[src/rtl/alu.sv]
// alu: sequential arithmetic/logic unit fed by the microprogrammed control unit.
// Decodes the CU microword, latches operands from ACC/BR, and executes
// single-cycle add/sub/and/or/not/shift ops plus a WIDTH-cycle signed radix-2
// Booth multiply.
//
// Ports:
//   clk            rising-edge clock
//   rst            asynchronous active-low reset
//   control_signal CU microword (bit 7 acc2alu, 14 br2alu, 22..31 op bits)
//   acc_in, br_in  ACC / BR operand values
//   alu_out        result, or low half of the product
//   mr_out         high half of the product (held by non-multiply ops)
//   flags          {0, illegal, done, busy, V, C, N, Z}
//   busy           multiply in progress (same register as flags[4])
module alu #(
  parameter int WIDTH = 16
) (
  input  logic             clk,
  input  logic             rst,
  input  logic [31:0]      control_signal,
  input  logic [WIDTH-1:0] acc_in,
  input  logic [WIDTH-1:0] br_in,
  output logic [WIDTH-1:0] alu_out,
  output logic [WIDTH-1:0] mr_out,
  output logic [7:0]       flags,
  output logic             busy
);

  localparam int CNT_W = $clog2(WIDTH);

  // Op indices within control_signal[31:22]; higher index wins on conflict.
  localparam logic [3:0] OP_ADD = 4'd0, OP_SUB = 4'd1, OP_AND = 4'd2,
                         OP_OR  = 4'd3, OP_NOT = 4'd4, OP_LSL = 4'd5,
                         OP_LSR = 4'd6, OP_MPY = 4'd7, OP_ASL = 4'd8,
                         OP_ASR = 4'd9;

  typedef enum logic {S_IDLE, S_MUL} state_t;

  state_t                  state_q, state_d;
  logic [WIDTH-1:0]        a_q, a_d, b_q, b_d;
  logic signed [WIDTH:0]   hi_q, hi_d;
  logic [WIDTH-1:0]        q_q, q_d;
  logic                    qm1_q, qm1_d;
  logic [CNT_W-1:0]        cnt_q, cnt_d;
  logic [WIDTH-1:0]        alu_out_q, alu_out_d, mr_out_q, mr_out_d;
  logic                    z_q, z_d, n_q, n_d, c_q, c_d, v_q, v_d;
  logic                    ill_q, ill_d, done_q, done_d, busy_q, busy_d;

  logic                    acc2alu, br2alu;
  logic [9:0]              ops;
  logic                    multi;
  logic [3:0]              op_idx;
  logic [WIDTH-1:0]        a_eff, b_eff, res;
  logic                    c_new, v_new;
  logic [WIDTH:0]          sum, diff;
  logic signed [WIDTH:0]   m_ext, hi_sum, hi_sh;
  logic [WIDTH-1:0]        q_next;
  logic [2*WIDTH-1:0]      product;
  logic                    unused_cs;

  assign acc2alu = control_signal[7];
  assign br2alu  = control_signal[14];
  assign ops     = control_signal[31:22];
  assign multi   = (ops & (ops - 10'd1)) != 10'd0;
  assign unused_cs = ^{control_signal[21:15], control_signal[13:8], control_signal[6:0]};

  assign a_eff = acc2alu ? acc_in : a_q;
  assign b_eff = br2alu  ? br_in  : b_q;
  assign sum   = {1'b0, a_eff} + {1'b0, b_eff};
  assign diff  = {1'b0, a_eff} - {1'b0, b_eff};

  // Booth iteration: multiplicand is a_q, which already equals the operand
  // seen on the start edge because the latch and the bypass agree there.
  // hi carries one guard bit so -2^(W-1) subtraction cannot overflow.
  assign m_ext = $signed({a_q[WIDTH-1], a_q});
  always_comb begin
    case ({q_q[0], qm1_q})
      2'b01:   hi_sum = hi_q + m_ext;
      2'b10:   hi_sum = hi_q - m_ext;
      default: hi_sum = hi_q;
    endcase
  end
  assign hi_sh   = hi_sum >>> 1;
  assign q_next  = {hi_sum[0], q_q[WIDTH-1:1]};
  assign product = {hi_sh[WIDTH-1:0], q_next};

  always_comb begin
    op_idx = OP_ADD;
    for (int i = 0; i < 10; i++) begin
      if (ops[i]) op_idx = 4'(i);
    end
  end

  always_comb begin
    res   = '0;
    c_new = 1'b0;
    v_new = 1'b0;
    case (op_idx)
      OP_ADD: begin
        res   = sum[WIDTH-1:0];
        c_new = sum[WIDTH];
        v_new = (a_eff[WIDTH-1] == b_eff[WIDTH-1]) && (res[WIDTH-1] != a_eff[WIDTH-1]);
      end
      OP_SUB: begin
        res   = diff[WIDTH-1:0];
        c_new = ~diff[WIDTH];
        v_new = (a_eff[WIDTH-1] != b_eff[WIDTH-1]) && (res[WIDTH-1] != a_eff[WIDTH-1]);
      end
      OP_AND: res = a_eff & b_eff;
      OP_OR:  res = a_eff | b_eff;
      OP_NOT: res = ~a_eff;
      OP_LSL, OP_ASL: begin
        res   = {a_eff[WIDTH-2:0], 1'b0};
        c_new = a_eff[WIDTH-1];
        v_new = (op_idx == OP_ASL) && (a_eff[WIDTH-1] ^ a_eff[WIDTH-2]);
      end
      OP_LSR: begin
        res   = {1'b0, a_eff[WIDTH-1:1]};
        c_new = a_eff[0];
      end
      OP_ASR: begin
        res   = {a_eff[WIDTH-1], a_eff[WIDTH-1:1]};
        c_new = a_eff[0];
      end
      default: ;
    endcase
  end

  always_comb begin
    state_d   = state_q;
    a_d       = a_q;
    b_d       = b_q;
    hi_d      = hi_q;
    q_d       = q_q;
    qm1_d     = qm1_q;
    cnt_d     = cnt_q;
    alu_out_d = alu_out_q;
    mr_out_d  = mr_out_q;
    z_d       = z_q;
    n_d       = n_q;
    c_d       = c_q;
    v_d       = v_q;
    ill_d     = ill_q;
    busy_d    = busy_q;
    done_d    = 1'b0;
    case (state_q)
      S_IDLE: begin
        if (acc2alu) a_d = acc_in;
        if (br2alu)  b_d = br_in;
        if (ops != 10'd0) begin
          ill_d = multi;
          if (op_idx == OP_MPY) begin
            state_d = S_MUL;
            busy_d  = 1'b1;
            hi_d    = '0;
            q_d     = b_eff;
            qm1_d   = 1'b0;
            cnt_d   = '0;
          end else begin
            alu_out_d = res;
            z_d       = (res == '0);
            n_d       = res[WIDTH-1];
            c_d       = c_new;
            v_d       = v_new;
            done_d    = 1'b1;
          end
        end
      end
      S_MUL: begin
        // Op and latch bits are ignored for the whole multiply, including
        // the completion edge.
        hi_d  = hi_sh;
        q_d   = q_next;
        qm1_d = q_q[0];
        cnt_d = cnt_q + CNT_W'(1);
        if (cnt_q == CNT_W'(WIDTH - 1)) begin
          state_d   = S_IDLE;
          busy_d    = 1'b0;
          done_d    = 1'b1;
          cnt_d     = '0;
          alu_out_d = product[WIDTH-1:0];
          mr_out_d  = product[2*WIDTH-1:WIDTH];
          z_d       = (product == '0);
          n_d       = product[2*WIDTH-1];
          c_d       = 1'b0;
          v_d       = 1'b0;
        end
      end
      default: state_d = S_IDLE;
    endcase
  end

  always_ff @(posedge clk or negedge rst) begin
    if (!rst) begin
      state_q   <= S_IDLE;
      a_q       <= '0;
      b_q       <= '0;
      hi_q      <= '0;
      q_q       <= '0;
      qm1_q     <= 1'b0;
      cnt_q     <= '0;
      alu_out_q <= '0;
      mr_out_q  <= '0;
      z_q       <= 1'b0;
      n_q       <= 1'b0;
      c_q       <= 1'b0;
      v_q       <= 1'b0;
      ill_q     <= 1'b0;
      done_q    <= 1'b0;
      busy_q    <= 1'b0;
    end else begin
      state_q   <= state_d;
      a_q       <= a_d;
      b_q       <= b_d;
      hi_q      <= hi_d;
      q_q       <= q_d;
      qm1_q     <= qm1_d;
      cnt_q     <= cnt_d;
      alu_out_q <= alu_out_d;
      mr_out_q  <= mr_out_d;
      z_q       <= z_d;
      n_q       <= n_d;
      c_q       <= c_d;
      v_q       <= v_d;
      ill_q     <= ill_d;
      done_q    <= done_d;
      busy_q    <= busy_d;
    end
  end

  assign alu_out = alu_out_q;
  assign mr_out  = mr_out_q;
  assign busy    = busy_q;
  assign flags   = {1'b0, ill_q, done_q, busy_q, v_q, c_q, n_q, z_q};

endmodule

[config.mk]
export PLATFORM = sky130hd
export DESIGN_NAME = alu
export DESIGN_NICKNAME = d
export VERILOG_FILES = /design/src/rtl/alu.sv
export SDC_FILE = /design/constraint.sdc
export NUM_CORES = 1
export LEC_CHECK = 0
export ABC_AREA = 0
export CORE_MARGIN = 8
export CORE_UTILIZATION = 49
export DETAILED_ROUTE_END_ITERATION = 8
export GPL_TIMING_DRIVEN = 1
export PLACE_DENSITY = 0.71
export SYNTH_ARGS = -nofsm -noshare
export SYNTH_HDL_FRONTEND = slang
export SYNTH_SLANG_ARGS = --single-unit
[constraint.sdc]
create_clock -name clk -period 4.8 [get_ports clk]
set_input_delay 1.44 -clock clk [delete_from_list [all_inputs] [get_ports clk]]
set_output_delay 1.44 -clock clk [all_outputs]
set_load 0.01 [all_outputs]
### Word level (Yosys, flattened, before mapping)

Index checks and enable logic that the tools add are counted.
W data, S select, Z words.

| cells by class | value |
|---|---|
| $add $sub $neg | 6 |
| div/mod/pow operators | 0 |
| $mul | 0 |
| reduce and logical (&&, ||, !) cells | 15 |
| bitwise logic cells | 7 |
| equal/unequal tests | 20 |
| mux-type cells | 58 |
| $lt $le $gt $ge | 0 |
| shifts and indexed selects | 0 |

Operator list:

| operator | count |
|---|---|
| $pmux W16 S8 | 1 |
| $mux W16 | 7 |
| $pmux W17 S2 | 2 |
| $pmux W16 S2 | 2 |
| $mux W4 | 11 |
| $mux W17 | 2 |
| $logic_not A32 Y1 | 1 |
| $mux W1 | 22 |
| $reduce_bool A10 Y1 | 2 |
| $add A16 B16 Y17 | 1 |
| $add A17 B16 Y17 | 1 |
| $sub A16 B16 Y17 | 1 |
| $sub A17 B16 Y17 | 1 |
| $and A16 B16 Y16 | 1 |
| $eq A4 B3 Y1 const B | 4 |
| $logic_not A16 Y1 | 1 |
| $not A16 Y16 | 1 |
| $or A16 B16 Y16 | 1 |
| $pmux W1 S2 | 8 |
| $eq A4 B4 Y1 const B | 3 |
| $and A10 B10 Y10 | 1 |
| $sub A10 B1 Y10 const B | 1 |
| $eq A4 B2 Y1 const B | 2 |
| $pmux W4 S2 | 1 |
| other kinds (17) | 28 |

| word-level totals | value |
|---|---|
| latch bits | 0 |
| output and inout bits | 41 |
| bits of input ports | 66 |
| bits in registers | 110 |
| memories | 0 |
| logic and storage cells | 122 |
| memory bits (read-only) | 0 |
| bits in writable memories | 0 |

### Depth between registers and ports, before layout

Gate-level depths: netlist (run 1).

| logic depth | value |
|---|---|
| depth in word-level cells | 16 |
| mapped depth | 16 |
| mapped depth without buffers | 16 |

### Least setup slack after synthesis (run 1)

OpenSTA, ideal clock, no wires.

| path | value |
|---|---|
| path type | input -> register |
| start | input control_signal[14] |
| end | register z_q |
| library setup time | 0.065 ns |
| path buffers | 2 |
| path slack | -0.399 ns |
| stages on the path | 15 |
| data arrival time | 5.134 ns |
| data required time | 4.735 ns |
| path through | clkbuf_1 clkbuf_1 mux2i_1 inv_1 ha_1 fa_1 o21bai_1 a2111oi_0 o41ai_1 o221ai_1 a21bo_2 nor4b_2 nand4_1 or4_1 nand2_1 |

| between the ends | value |
|---|---|
| longest elaborated chain between the ends | 7 |
| elaborated cells between the ends (all ways) | 10 |
| classes of those cells | 2 x add/sub; 5 x mux; 2 x bitwise; 1 x reduce/logical |

Ends and longest elaborated chain:

| item | line | RTL |
|---|---|---|
| start: declaration | 20 | `input logic [31:0] control_signal,` |
| $mux W16 * | - |  |
| net b_eff[0] | 53 | `logic [WIDTH-1:0] a_eff, b_eff, res;` |
| $sub A16 B16 Y17, or another cell as far along | 70 | `assign diff = {1'b0, a_eff} - {1'b0, b_eff};` |
| $pmux W16 S8 * | 98 | `case (op_idx)` |
| $logic_not A16 Y1 * | 161 | `z_d = (res == '0);` |
| $mux W1 * | 152 | `if (op_idx == OP_MPY) begin` |
| $mux W1 * | 150 | `if (ops != 10'd0) begin` |
| $pmux W1 S2 * | 146 | `case (state_q)` |
| end signal: assignment | 221 | `z_q <= z_d;` |
| end: declaration | 46 | `logic z_q, z_d, n_q, n_d, c_q, c_d, v_q, v_d;` |

The timed path passes the listed nets; every way through them passes the cells marked *. The select of a mux whose other input is x is not followed.
A chain may end at the register's enable or synchronous reset.

### Final worst setup path (run 1)

| path | value |
|---|---|
| start | input acc_in[4] |
| end | register z_q |

| between the ends | value |
|---|---|
| longest elaborated chain between the ends | 7 |
| elaborated cells between the ends (all ways) | 11 |
| classes of those cells | 2 x add/sub; 5 x mux; 3 x bitwise; 1 x reduce/logical |

Ends and longest elaborated chain:

| item | line | RTL |
|---|---|---|
| start: declaration | 21 | `input logic [WIDTH-1:0] acc_in,` |
| $mux W16 * | - |  |
| net a_eff[4] | 53 |  |
| $sub A16 B16 Y17, or another cell as far along | 70 |  |
| $pmux W16 S8 * | 98 |  |
| $logic_not A16 Y1 * | 161 |  |
| $mux W1 * | 152 |  |
| $mux W1 * | 150 |  |
| $pmux W1 S2 * | 146 |  |

Marked as above.

==> out/qor.yml, run 1 <==
floorplan.die_area_sq_um: 23500
worst_setup_hold_path_clk_slew_ps: 80
seq_power_share: 0.192
post_synth_inst_count: 1089
highest_layer: "met4"
layout_min_cycle_time_ps: 4760
floorplan.core_area_sq_um: 18600
final.period_utilization: 0.993
run_status: "completed"
grt_pass1_vias: 9025
drt_pass1_iterations: 6
rows: 50
fmaxAchievable_mhz: 210
cts_max_path_buffers: 2
antenna_left: 0
dieWidth_um: 153
antenna_cells_inserted: 0
p_sw_mw: 4.36
synth.ff_latch_count: 109
first_iter_violations: 777
tritoncts: "done"
drt_wl_total_um: 32300
design.portCount: 107
antenna_found_initial: 0
critical_path_required_ps: 5100
global_route_wire_length_before_repair_um: 49800
worst-path-max-fanout: 4
syn-cell-area_sq_um: 9220
hold_viol_final: 0
timing.setup.critical_path_class: "input pin to register"
postSynthNetCount: 1225
yosys.cell_types.count: 80
critical_path.endpoint_type: "register"
finalWorstSetupSlack_ps: 35.2
detail_route.wirelength.met1_um: 13900
slowest_stage: "sky130_fd_sc_hd__or4_1"
critPathBufInv: 3
vias_per_cell: 6.09
detail_route.wl_per_cell_um: 20.8
detailedPlacementHpwl_um: 25100
numCtsBuffers: 9
drc: 0
placedCellCount: 1530
finClkSkew_ps: 13.1
synth_seq_area_share: 0.296
power_leakage_nw: 5.44
comb_power_share: 0.724
number_of_enable_flip_flop_cells_after_synthesis: 0
syn2layout_area_growth_pct: 32.8
wl_met2_um: 15300
netlist.area_leader.share: 0.296
clock_tree.root_cell: "sky130_fd_sc_hd__clkbuf_16"
count_of_vias_placed_by_the_detailed_router: 9457
timing.critical_path.max_delay_family: "simple AND/OR/NAND/NOR gates"
cts-htree-levels: 3
worstPathArrival_ps: 5070
rsz0062_at_grt: "yes"
initial_utilization: 0.496
utilization: 0.659
worst-slew-pin-transition_ps: 788
pin_count_of_the_biggest_net_entering_global_routing: 69
setup-tns-final_ps: 0
max_slew_margin: 0.474
rrSetupSlack_ps: 410
power.density_nw_per_um2: 753
synth-warning-count: 0
postSynth.topFlopCell: "sky130_fd_sc_hd__dfrtp_1"
num-fill-cells: 1626
cap_viol_max_count: 0
gr-total-overflow: 0
startpoint_type: "input pin"
setup_viol: 0
vdd.ir_drop.worst_uv: 295
cellInternalPower_mw: 4.86
met3_wirelength_um: 1760
top_area_cells_in_the_synthesized_netlist: "sky130_fd_sc_hd__dfrtp_1 30%, sky130_fd_sc_hd__ha_1 9.1%, sky130_fd_sc_hd__o21ai_0 5.4%"
min_path_type: "register to register"
max_stage_delay_ps: 550
die_y_um: 153
power.share.switching: 0.473
nets: 1451
clk-insertion-delay-late_ps: 370
average_cell_area_after_synthesis_sq_um: 8.46
share_clk_of_total_power: 0.084
placement.io_buffers: 85
clock_sinks: 109
synth.largest_area_cell: "sky130_fd_sc_hd__dfrtp_1"
drive_gt1_frac: 0.242
count_of_placed_standard_cells_in_the_final_layout_fillers_left_out: 1554
ys_async_sr_fraction: 1.00
slew_violations: 0
dpl_worst_slack_ps: -834
finalWeightedCongestion: 0.986
grtUsageTotal: 0.267
postCtsHoldBufs: 0
crit_chain: "clkdlybuf4s50_1, mux2i_4, inv_1, ha_1, or3_4, buf_4, o211ai_1, a311oi_2, or3_1, a31oi_2, a21oi_2, or4_1, nand2_1"
==> area by class of cell <==
| cell class | count | area (sq um) | share of cell area |
|---|---|---|---|
| multi-input cells | 845 | 6250 | 0.511 |
| flip-flops and latches | 109 | 2730 | 0.223 |
| repair buffers | 288 | 2440 | 0.199 |
| well taps | 234 | 293 | 0.0239 |
| clock buffers | 10 | 239 | 0.0195 |
| inverters | 62 | 233 | 0.0190 |
| clock inverters | 6 | 57.6 | 0.00470 |
==> timing repair <==
action                     in CTS  in global routing
gates resized for setup        46                 28
setup endpoints to repair       9                  6
pin swaps                      12                 12
gates cloned                    1                  0
buffers inserted                2                  5
==> routing by layer <==
layer / up-vias / global-route usage
met2: 351 / 0.445
met3: 67 / 0.0403
met5: - / 0
met4: 0 / 0.117
met1: 4538 / 0.337
li1: 4501 / -
==> stage by stage <==
stage / power, mW / hold slack, ps / cell area, sq um
after floorplan: 5.63 / 450 / 9220
after global placement: 7.97 / 461 / 11500
after detailed placement: 8.08 / 470 / 11500
after CTS: 9.04 / 486 / 12100
after global routing: 9.90 / 501 / 12200
final: 9.21 / 481 / 12200
==> synth_stat cells (all sizes together), types with 5 or more instances <==
cell type / number
and3: 10
o31ai: 9
and2: 7
o211ai: 12
nor3b: 13
nand2b: 10
nand2: 114
a21oi: 60
xnor2: 25
a221oi: 8
nand3: 24
or4: 6
mux2: 36
nor2b: 6
a311oi: 6
a211oi: 12
nand3b: 5
o22ai: 16
o221ai: 12
a21o: 11
o21ai: 103
mux2i: 41
o21bai: 10
o21a: 7
ha: 67
nor2: 58
o311ai: 5
nor4b: 9
clkbuf: 48
buf: 25
nand4: 8
nor3: 16
dfrtp: 109
a2111oi: 5
or3: 11
a222oi: 9
inv: 62
a31oi: 11
nor4: 11
==> state kept, by name, indices dropped and copies added (netlist names) <==
| signal | flops |
|---|---|
| a_q | 16 |
| c_q | 1 |
| done_q | 1 |
| q_q | 16 |
| qm1_q | 1 |
| z_q | 1 |
| n_q | 1 |
| ill_q | 1 |
| mr_out | 16 |
| b_q | 16 |
| v_q | 1 |
| state_q | 1 |
| cnt_q | 4 |
| hi_q | 16 |
| busy | 1 |
| alu_out | 16 |
==> power groups by stage <==
| stage | Combinational (mW) | Sequential [mW] | Clock [mW] |
|---|---|---|---|
| global placement | 6.24 | 1.73 | 0 |
| floorplan | 3.93 | 1.70 | 0 |
| CTS | 6.50 | 1.75 | 0.789 |
| global route | 7.25 | 1.83 | 0.815 |
| detailed placement | 6.33 | 1.75 | 0 |
| finish | 6.67 | 1.77 | 0.772 |
==> layout by cell type, fill, tap and decap left out, types with 16 or more instances in the layout <==
master                            netlist  routed
sky130_fd_sc_hd__a21oi_1               60      57
sky130_fd_sc_hd__buf_4                  8     198
sky130_fd_sc_hd__clkdlybuf4s50_1        0      78
sky130_fd_sc_hd__dfrtp_1              109     109
sky130_fd_sc_hd__ha_1                  67      64
sky130_fd_sc_hd__inv_1                 61      60
sky130_fd_sc_hd__mux2_2                36      36
sky130_fd_sc_hd__mux2i_1               41      25
sky130_fd_sc_hd__nand2_1              114     114
sky130_fd_sc_hd__nand3_1               24      24
sky130_fd_sc_hd__nor2_1                58      58
sky130_fd_sc_hd__nor3_1                16      16
sky130_fd_sc_hd__o21ai_0              100      95
sky130_fd_sc_hd__o22ai_1               16      16
sky130_fd_sc_hd__xnor2_1               25      25
==> worst paths after layout <==
check | from | end | cells past startpoint
min in group asynchronous | rst | ill_q$_DFFE_PN0P_ | 1
hold / removal | alu_out[6]$_DFFE_PN0P_ | alu_out[6]$_DFFE_PN0P_ | 2
setup / recovery | acc_in[4] | z_q$_DFFE_PN0P_ | 13
max in group asynchronous | rst | q_q[14]$_DFFE_PN0P_ | 2
setup reg to reg | a_q[0]$_DFFE_PN0N_ | z_q$_DFFE_PN0P_ | 16
hold reg to reg | alu_out[6]$_DFFE_PN0P_ | alu_out[6]$_DFFE_PN0P_ | 2
==> worst min-delay path: cells and delay by family (launching register included) <==
family | cells | cell delay (ps)
and+or+nand+nor | 1 | 40
AOI/OAI and AO/OA | 1 | 60
DFF | 1 | 350
==> cells by family after synthesis <==
logic type	after synthesis	synth area share
and+or+nand+nor	322	0.178
AOI/OAI and AO/OA	346	0.251
adders and majority gates	72	0.0996
other	1	0.000407
buffers and inverters	135	0.0610
DFF	109	0.296
muxes	77	0.0885
xor gates and xnor gates	27	0.0257
Note: power is estimated with default switching activity, not from simulation.
==> run 2: changes to the inputs <==
--- a/config.mk
+++ b/config.mk
@@ -6,11 +6,13 @@
 export NUM_CORES = 1
 export LEC_CHECK = 0
 export ABC_AREA = 0
+export CELL_PAD_IN_SITES_DETAIL_PLACEMENT = 2
+export CELL_PAD_IN_SITES_GLOBAL_PLACEMENT = 2
 export CORE_MARGIN = 8
-export CORE_UTILIZATION = 49
+export CORE_UTILIZATION = 30
 export DETAILED_ROUTE_END_ITERATION = 8
 export GPL_TIMING_DRIVEN = 1
-export PLACE_DENSITY = 0.71
+export PLACE_DENSITY_LB_ADDON = 0.1
 export SYNTH_ARGS = -nofsm -noshare
 export SYNTH_HDL_FRONTEND = slang
 export SYNTH_SLANG_ARGS = --single-unit
==> run 2 against run 1 <==
The flow now finishes with violations (negative setup slack). Via count increased by 2.5%. Design area increased by 3.4%. Sequential share of layout area decreased by 0.72 points. Clock power increased by 18%. Highest routed layer unchanged. Global-route usage decreased by 3.9 points. Largest cell class unchanged. Largest power group unchanged.
==> out/qor.yml, run 2 (synthesis results as in run 1) <==
rsz0062_at_grt: "yes"
worst_r2r_endpoint: "z_q$_DFFE_PN0P_"
violations: "negative setup slack"
p_sw_mw: 4.67
multiInputGateArea_sq_um: 6250
dieWidth_um: 191
share_clk_of_total_power: 0.094
layout.area.seq_sq_um: 2730
postCtsHoldBufs: 0
final_cell_mix: "213 x sky130_fd_sc_hd__buf_4, 114 x sky130_fd_sc_hd__nand2_1, 108 x sky130_fd_sc_hd__dfrtp_1, 93 x sky130_fd_sc_hd__o21ai_0, 82 x sky130_fd_sc_hd__clkdlybuf4s50_1"
timing.setup.critical_path_class: "input pin to register"
final.period_utilization: 1.00
drc: 0
cap_viol_max_count: 0
detail_route.wl_per_cell_um: 23.9
worst-slew-pin-transition_ps: 933
first_iter_violations: 468
power.density_nw_per_um2: 764
max_stage_delay_ps: 500
initial_utilization: 0.303
slew_violations: 0
min_to: "mr_out[14]$_DFFE_PN0P_"
rr_startpoint: "a_q[1]$_DFFE_PN0N_"
max_slew_margin: 0.372
nets: 1469
drt_wl_total_um: 41400
worstPathArrival_ps: 5130
worst_setup_hold_path_clk_slew_ps: 80
cellInternalPower_mw: 5.00
comb_power_share: 0.718
critical_path_required_ps: 5130
crit_chain: "dlygate4sd2_1, buf_6, buf_12, nand2_1, o21a_1, inv_2, ha_4, fa_2, a21oi_4, o211ai_1, a31oi_1, o31a_1, buf_4, xnor2_1, a211oi_2, buf_4, nand4_1, or4_4, nand2_1"
cts_max_path_buffers: 2
grt_pass1_vias: 10800
rrSetupSlack_ps: 340
seq_power_share: 0.188
finClkSkew_ps: 19.1
worst-path-max-fanout: 5
fmaxAchievable_mhz: 208
critical_path.endpoint_type: "register"
power.share.switching: 0.483
hold_viol_final: 0
global_route_wire_length_before_repair_um: 63900
drt_pass1_iterations: 5
clock_sinks: 109
gr-total-overflow: 0
cts-htree-levels: 3
setup_viol: 1
design_power_total_mw: 9.67
syn2layout_area_growth_pct: 37.2
power_leakage_nw: 5.53
placement.io_buffers: 85
design.portCount: 107
startpoint_type: "input pin"
antenna_found_initial: 0
min_path_type: "register to register"
vdd.ir_drop.worst_uv: 262
finalWeightedCongestion: 0.895
finalWorstSetupSlack_ps: -0.0266
post_place_cell_area_sq_um: 11900
floorplan.die_area_sq_um: 36600
reg2regPathDepth: 16
antenna_cells_inserted: 0
numCtsBuffers: 9
detailedPlacementHpwl_um: 31800
final_common_cell: "sky130_fd_sc_hd__buf_4"
grtUsageTotal: 0.228
clock_tree.root_cell: "sky130_fd_sc_hd__clkbuf_16"
layout_min_cycle_time_ps: 4800
run_status: "finished, violations left"
slowest_stage: "sky130_fd_sc_hd__or4_4"
num-fill-cells: 3384
rows: 64
vias_per_cell: 5.59
worstHoldPathCells: 2
floorplan.core_area_sq_um: 30400
die_y_um: 191
pin_count_of_the_biggest_net_entering_global_routing: 60
count_of_vias_placed_by_the_detailed_router: 9695
hold_path.startpoint: "mr_out[14]$_DFFE_PN0P_"
final_design_area_no_fill_sq_um: 12600
drive_gt1_frac: 0.254
antenna_left: 0
tritoncts: "done"
clk-insertion-delay-late_ps: 380
==> run 2: changes by cell type in the layout (fill, tap and decap cells not counted), sizes merged <==
cell	before	now
buf	203	221
clkdlybuf4s50	78	82
dlymetal6s2s	4	0
bufinv	0	3
clkinv	3	1
clkbuf	11	10
inv	64	63
==> run 2: layout make-up <==
| class | count | share of cell area |
|---|---|---|
| multi-input combinational | 845 | 0.494 |
| sequential | 109 | 0.216 |
| inverter | 62 | 0.0184 |
| timing repair buffer | 306 | 0.206 |
| tap | 396 | 0.0392 |
| clock buffer | 9 | 0.0178 |
| clock inverter | 6 | 0.00880 |
==> run 2: power groups by stage <==
| stage | Clock (mW) | Combinational, mW | Sequential [mW] |
|---|---|---|---|
| after floorplan | 0 | 3.93 | 1.70 |
| after global placement | 0 | 6.39 | 1.80 |
| after detailed placement | 0 | 6.63 | 1.83 |
| after CTS | 0.954 | 6.86 | 1.82 |
| after global routing | 0.977 | 7.61 | 1.88 |
| final | 0.913 | 6.94 | 1.82 |
==> run 2: worst max-delay path by stage <==
stage	start	endpoint	slack [ps]
after floorplan	control_signal[7]	z_q$_DFFE_PN0P_	7
after global placement	control_signal[7]	z_q$_DFFE_PN0P_	-750
after detailed placement	control_signal[14]	z_q$_DFFE_PN0P_	-840
after CTS	control_signal[28]	alu_out[11]$_DFFE_PN0P_	2
after global routing	control_signal[7]	z_q$_DFFE_PN0P_	-70
final	control_signal[7]	z_q$_DFFE_PN0P_	-0.03
==> run 2: metrics by stage <==
stage                      util  setup TNS, ps  cells  worst slack (ps)  hold WS, ps
after floorplan               -              0   1089              6.78          450
after global placement    0.389          -5460   1702              -747          468
after detailed placement  0.389          -6580   1702              -838          470
after CTS                 0.411              0   1728              2.22          487
after global routing      0.416           -110   1733             -74.5          519
final                     0.416        -0.0266   1733           -0.0266          485
==> run 2: per-layer routing <==
metal	wire, um	track usage	up-vias	part of all wire
met2	21200	0.406	173	0.51
met1	17600	0.273	4948	0.42
met5	0	0	-	0
li1	-	-	4514	-
met4	1430	0.0856	0	0.035
met3	1180	0.0328	60	0.029
==> run 2: critical path: cells and delay by family <==
kind	cells	cell delay (ps)
adders and majority gates	2	540
buffers and inverters	6	920
and+or+nand+nor	4	730
xor gates and xnor gates	1	70
AOI/OAI and AO/OA	6	1400
==> run 2: repair_timing <==
| item | CTS | global route |
|---|---|---|
| pin swaps | 18 | 7 |
| setup endpoints to repair | 10 | 10 |
| setup buffers | 10 | 5 |
| cloned | 1 | 0 |
| resized for setup | 47 | 28 |
==> run 3: changes to the inputs <==
--- a/config.mk
+++ b/config.mk
@@ -5,7 +5,7 @@
 export SDC_FILE = /design/constraint.sdc
 export NUM_CORES = 1
 export LEC_CHECK = 0
-export ABC_AREA = 0
+export ABC_AREA = 1
 export CELL_PAD_IN_SITES_DETAIL_PLACEMENT = 2
 export CELL_PAD_IN_SITES_GLOBAL_PLACEMENT = 2
 export CORE_MARGIN = 8
==> run 3 against run 2 <==
The run now ends clean. Utilization shrank 3.2 points. Synthesized cell count grew 38%. Maximum frequency grew 6.5%. Largest power group unchanged.
==> out/qor.yml, run 3 <==
fmaxAchievable_mhz: 222
cts_max_path_buffers: 2
critical_path.endpoint_type: "register"
dieWidth_um: 195
tritoncts: "done"
die_y_um: 195
yosys.cell_types.count: 49
rows: 65
min_path_type: "register to register"
hold_path.startpoint: "mr_out[4]$_DFFE_PN0P_"
gr-total-overflow: 0
worstPathArrival_ps: 4820
netlist.area_leader.share: 0.283
nets: 1813
design_power_total_mw: 8.79
cap_viol_max_count: 0
final_cell_mix: "432 x sky130_fd_sc_hd__nand2_1, 229 x sky130_fd_sc_hd__inv_1, 158 x sky130_fd_sc_hd__nor2_1, 136 x sky130_fd_sc_hd__buf_4"
layout_min_cycle_time_ps: 4510
postCtsResizedCells: 1
synth-warning-count: 0
antenna_found_initial: 0
worst_setup_hold_path_clk_slew_ps: 70
global_route_wire_length_before_repair_um: 67100
antenna_left: 0
drc: 0
pin_count_of_the_biggest_net_entering_global_routing: 63
synth.largest_area_cell: "sky130_fd_sc_hd__dfrtp_1"
synth_top_family_by_area: "simple AND/OR/NAND/NOR gates"
post_synth_mux_area_share: 0
drt_wl_total_um: 42900
detailedPlacementHpwl_um: 35400
clock_tree.root_cell: "sky130_fd_sc_hd__clkbuf_16"
postSynth.topFlopCell: "sky130_fd_sc_hd__dfrtp_1"
detail_route.wirelength.met1_um: 19800
rrSetupSlack_ps: 880
postCtsHoldBufs: 0
startpoint_type: "input pin"
synth_compound_area_frac: 0.135
rr_startpoint: "a_q[0]$_DFFE_PN0N_"
power.density_nw_per_um2: 726
drt_pass1_iterations: 5
synth.most_common_cell: "sky130_fd_sc_hd__nand2_1"
count_of_vias_placed_by_the_detailed_router: 10500
setup_viol: 0
numCtsBuffers: 9
worst-slew-pin-transition_ps: 1040
vdd.ir_drop.worst_uv: 223
finalWeightedCongestion: 0.878
placement.io_buffers: 85
highest_layer: "met4"
cts_setup_buffers: 0
hold_viol_final: 0
final_common_cell: "sky130_fd_sc_hd__nand2_1"
grt_pass1_vias: 11600
clock_sinks: 109
post_synth_inst_count: 1500
power_leakage_nw: 6.38
met3_wirelength_um: 858
timing.setup.critical_path_class: "input pin to register"
design.portCount: 107
wl_met2_um: 21800
yosys.area_share.adder: 0.0933
average_cell_area_after_synthesis_sq_um: 6.42
max_slew_margin: 0.297
ys_async_sr_fraction: 1.00
floorplan.die_area_sq_um: 38100
floorplan.core_area_sq_um: 31600
top_area_cells_in_the_synthesized_netlist: "sky130_fd_sc_hd__dfrtp_1 28%, sky130_fd_sc_hd__nand2_1 17%, sky130_fd_sc_hd__inv_1 8.9%"
synth_seq_area_share: 0.283
finClkSkew_ps: 16.3
setup-tns-final_ps: 0
initial_utilization: 0.305
detail_route.wl_per_cell_um: 20.6
synth_xor_area_frac: 0.0300
final.period_utilization: 0.939
syn-cell-area_sq_um: 9620
clk-insertion-delay-late_ps: 380
first_iter_violations: 477
ys_top_cells_by_count: "434 x sky130_fd_sc_hd__nand2_1, 229 x sky130_fd_sc_hd__inv_1, 160 x sky130_fd_sc_hd__nor2_1, 116 x sky130_fd_sc_hd__o21ai_0, 109 x sky130_fd_sc_hd__dfrtp_1"
vias_per_cell: 5.03
critical_path_required_ps: 5110
slew_violations: 0
drive_gt1_frac: 0.122
timing.critical_path.from: "control_signal[14]"
syn2layout_area_growth_pct: 25.8
worst-path-max-fanout: 24
postSynthNetCount: 1636
antenna_cells_inserted: 0
run_status: "completed"
grtUsageTotal: 0.226
cts-htree-levels: 3
number_of_enable_flip_flop_cells_after_synthesis: 0
area_share_of_and_or_nand_nor_cells_after_synthesis: 0.335
synth.ff_latch_count: 109
run 3: cell count changes after synthesis, sizes merged, moves of 20 or more:
cell	previous run	this run
mux2	36	0
xor2	2	27
nand2	114	444
inv	62	240
nor2	58	166
o21ai	103	123
nand3	24	99
clkbuf	48	25
mux2i	41	0
run 3: per-stage QoR:
stage | hold WS (ps) | utilization | setup slack [ps] | instance area (sq um) | cells
final | 489 | 0.384 | 294 | 12100 | 2084
after detailed placement | 469 | 0.372 | -402 | 11700 | 2068
after global placement | 451 | 0.372 | -226 | 11700 | 2068
after floorplan | 440 | - | 905 | 9620 | 1500
after global routing | 517 | 0.384 | -5.59 | 12100 | 2084
after CTS | 491 | 0.382 | 26.0 | 12100 | 2084
run 3: final cells by class:
type | instances | area, sq um
inverters | 241 | 905
fillers | 3905 | 19400
flip-flops and latches | 109 | 2730
repair buffers | 221 | 1880
clock buffers | 10 | 239
clock inverters | 6 | 93.8
multi-input cells | 1095 | 5760
well taps | 402 | 503
run 3: report_power, final:
part           switching (mW)  internal, mW
Sequential              0.370          1.36
Clock                   0.404         0.478
Combinational            3.90          2.28
run 3: critical path, cell delays in order:
cell and delay (ps):
sky130_fd_sc_hd__clkdlybuf4s50_1 510, sky130_fd_sc_hd__buf_12 180, sky130_fd_sc_hd__buf_4 160, sky130_fd_sc_hd__o21ai_0 120, sky130_fd_sc_hd__ha_1 490, sky130_fd_sc_hd__buf_4 180, sky130_fd_sc_hd__nand2_1 50, sky130_fd_sc_hd__nor2_1 90
sky130_fd_sc_hd__nand3_1 80, sky130_fd_sc_hd__nand2_1 170, sky130_fd_sc_hd__nand3_1 170, sky130_fd_sc_hd__nand2_1 130, sky130_fd_sc_hd__nand2_1 70, sky130_fd_sc_hd__nand2_1 70, sky130_fd_sc_hd__nor2_1 50, sky130_fd_sc_hd__a21oi_1 120
sky130_fd_sc_hd__nand2_1 110, sky130_fd_sc_hd__nor2_1 130, sky130_fd_sc_hd__nand2_1 70, sky130_fd_sc_hd__nor2_1 110, sky130_fd_sc_hd__nand2_1 70, sky130_fd_sc_hd__nand2_1 80, sky130_fd_sc_hd__nand2_1 50, sky130_fd_sc_hd__nand2_1 70
run 3: routing by layer:
| metal | vias to the layer above | track usage |
|---|---|---|
| met4 | 0 | 0.0415 |
| li1 | 5083 | - |
| met3 | 24 | 0.0222 |
| met5 | - | 0 |
| met1 | 5277 | 0.285 |
| met2 | 105 | 0.414 |
run 3: logic make-up after synthesis:
family / Yosys count
xor+xnor: 33
fa+ha+maj: 70
simple gates: 760
buf+inv: 296
flops: 109
compound gates: 231
other cells: 1
run 3: path summary, 6_finish.rpt:
check,endpoint,cells after the start
max,z_q$_DFFE_PN0P_,24
min in group asynchronous,a_q[8]$_DFFE_PN0N_,1
min,mr_out[4]$_DFFE_PN0P_,2
max reg2reg,z_q$_DFFE_PN0P_,23
min reg2reg,mr_out[4]$_DFFE_PN0P_,2
max in group asynchronous,hi_q[4]$_DFFE_PN0P_,2
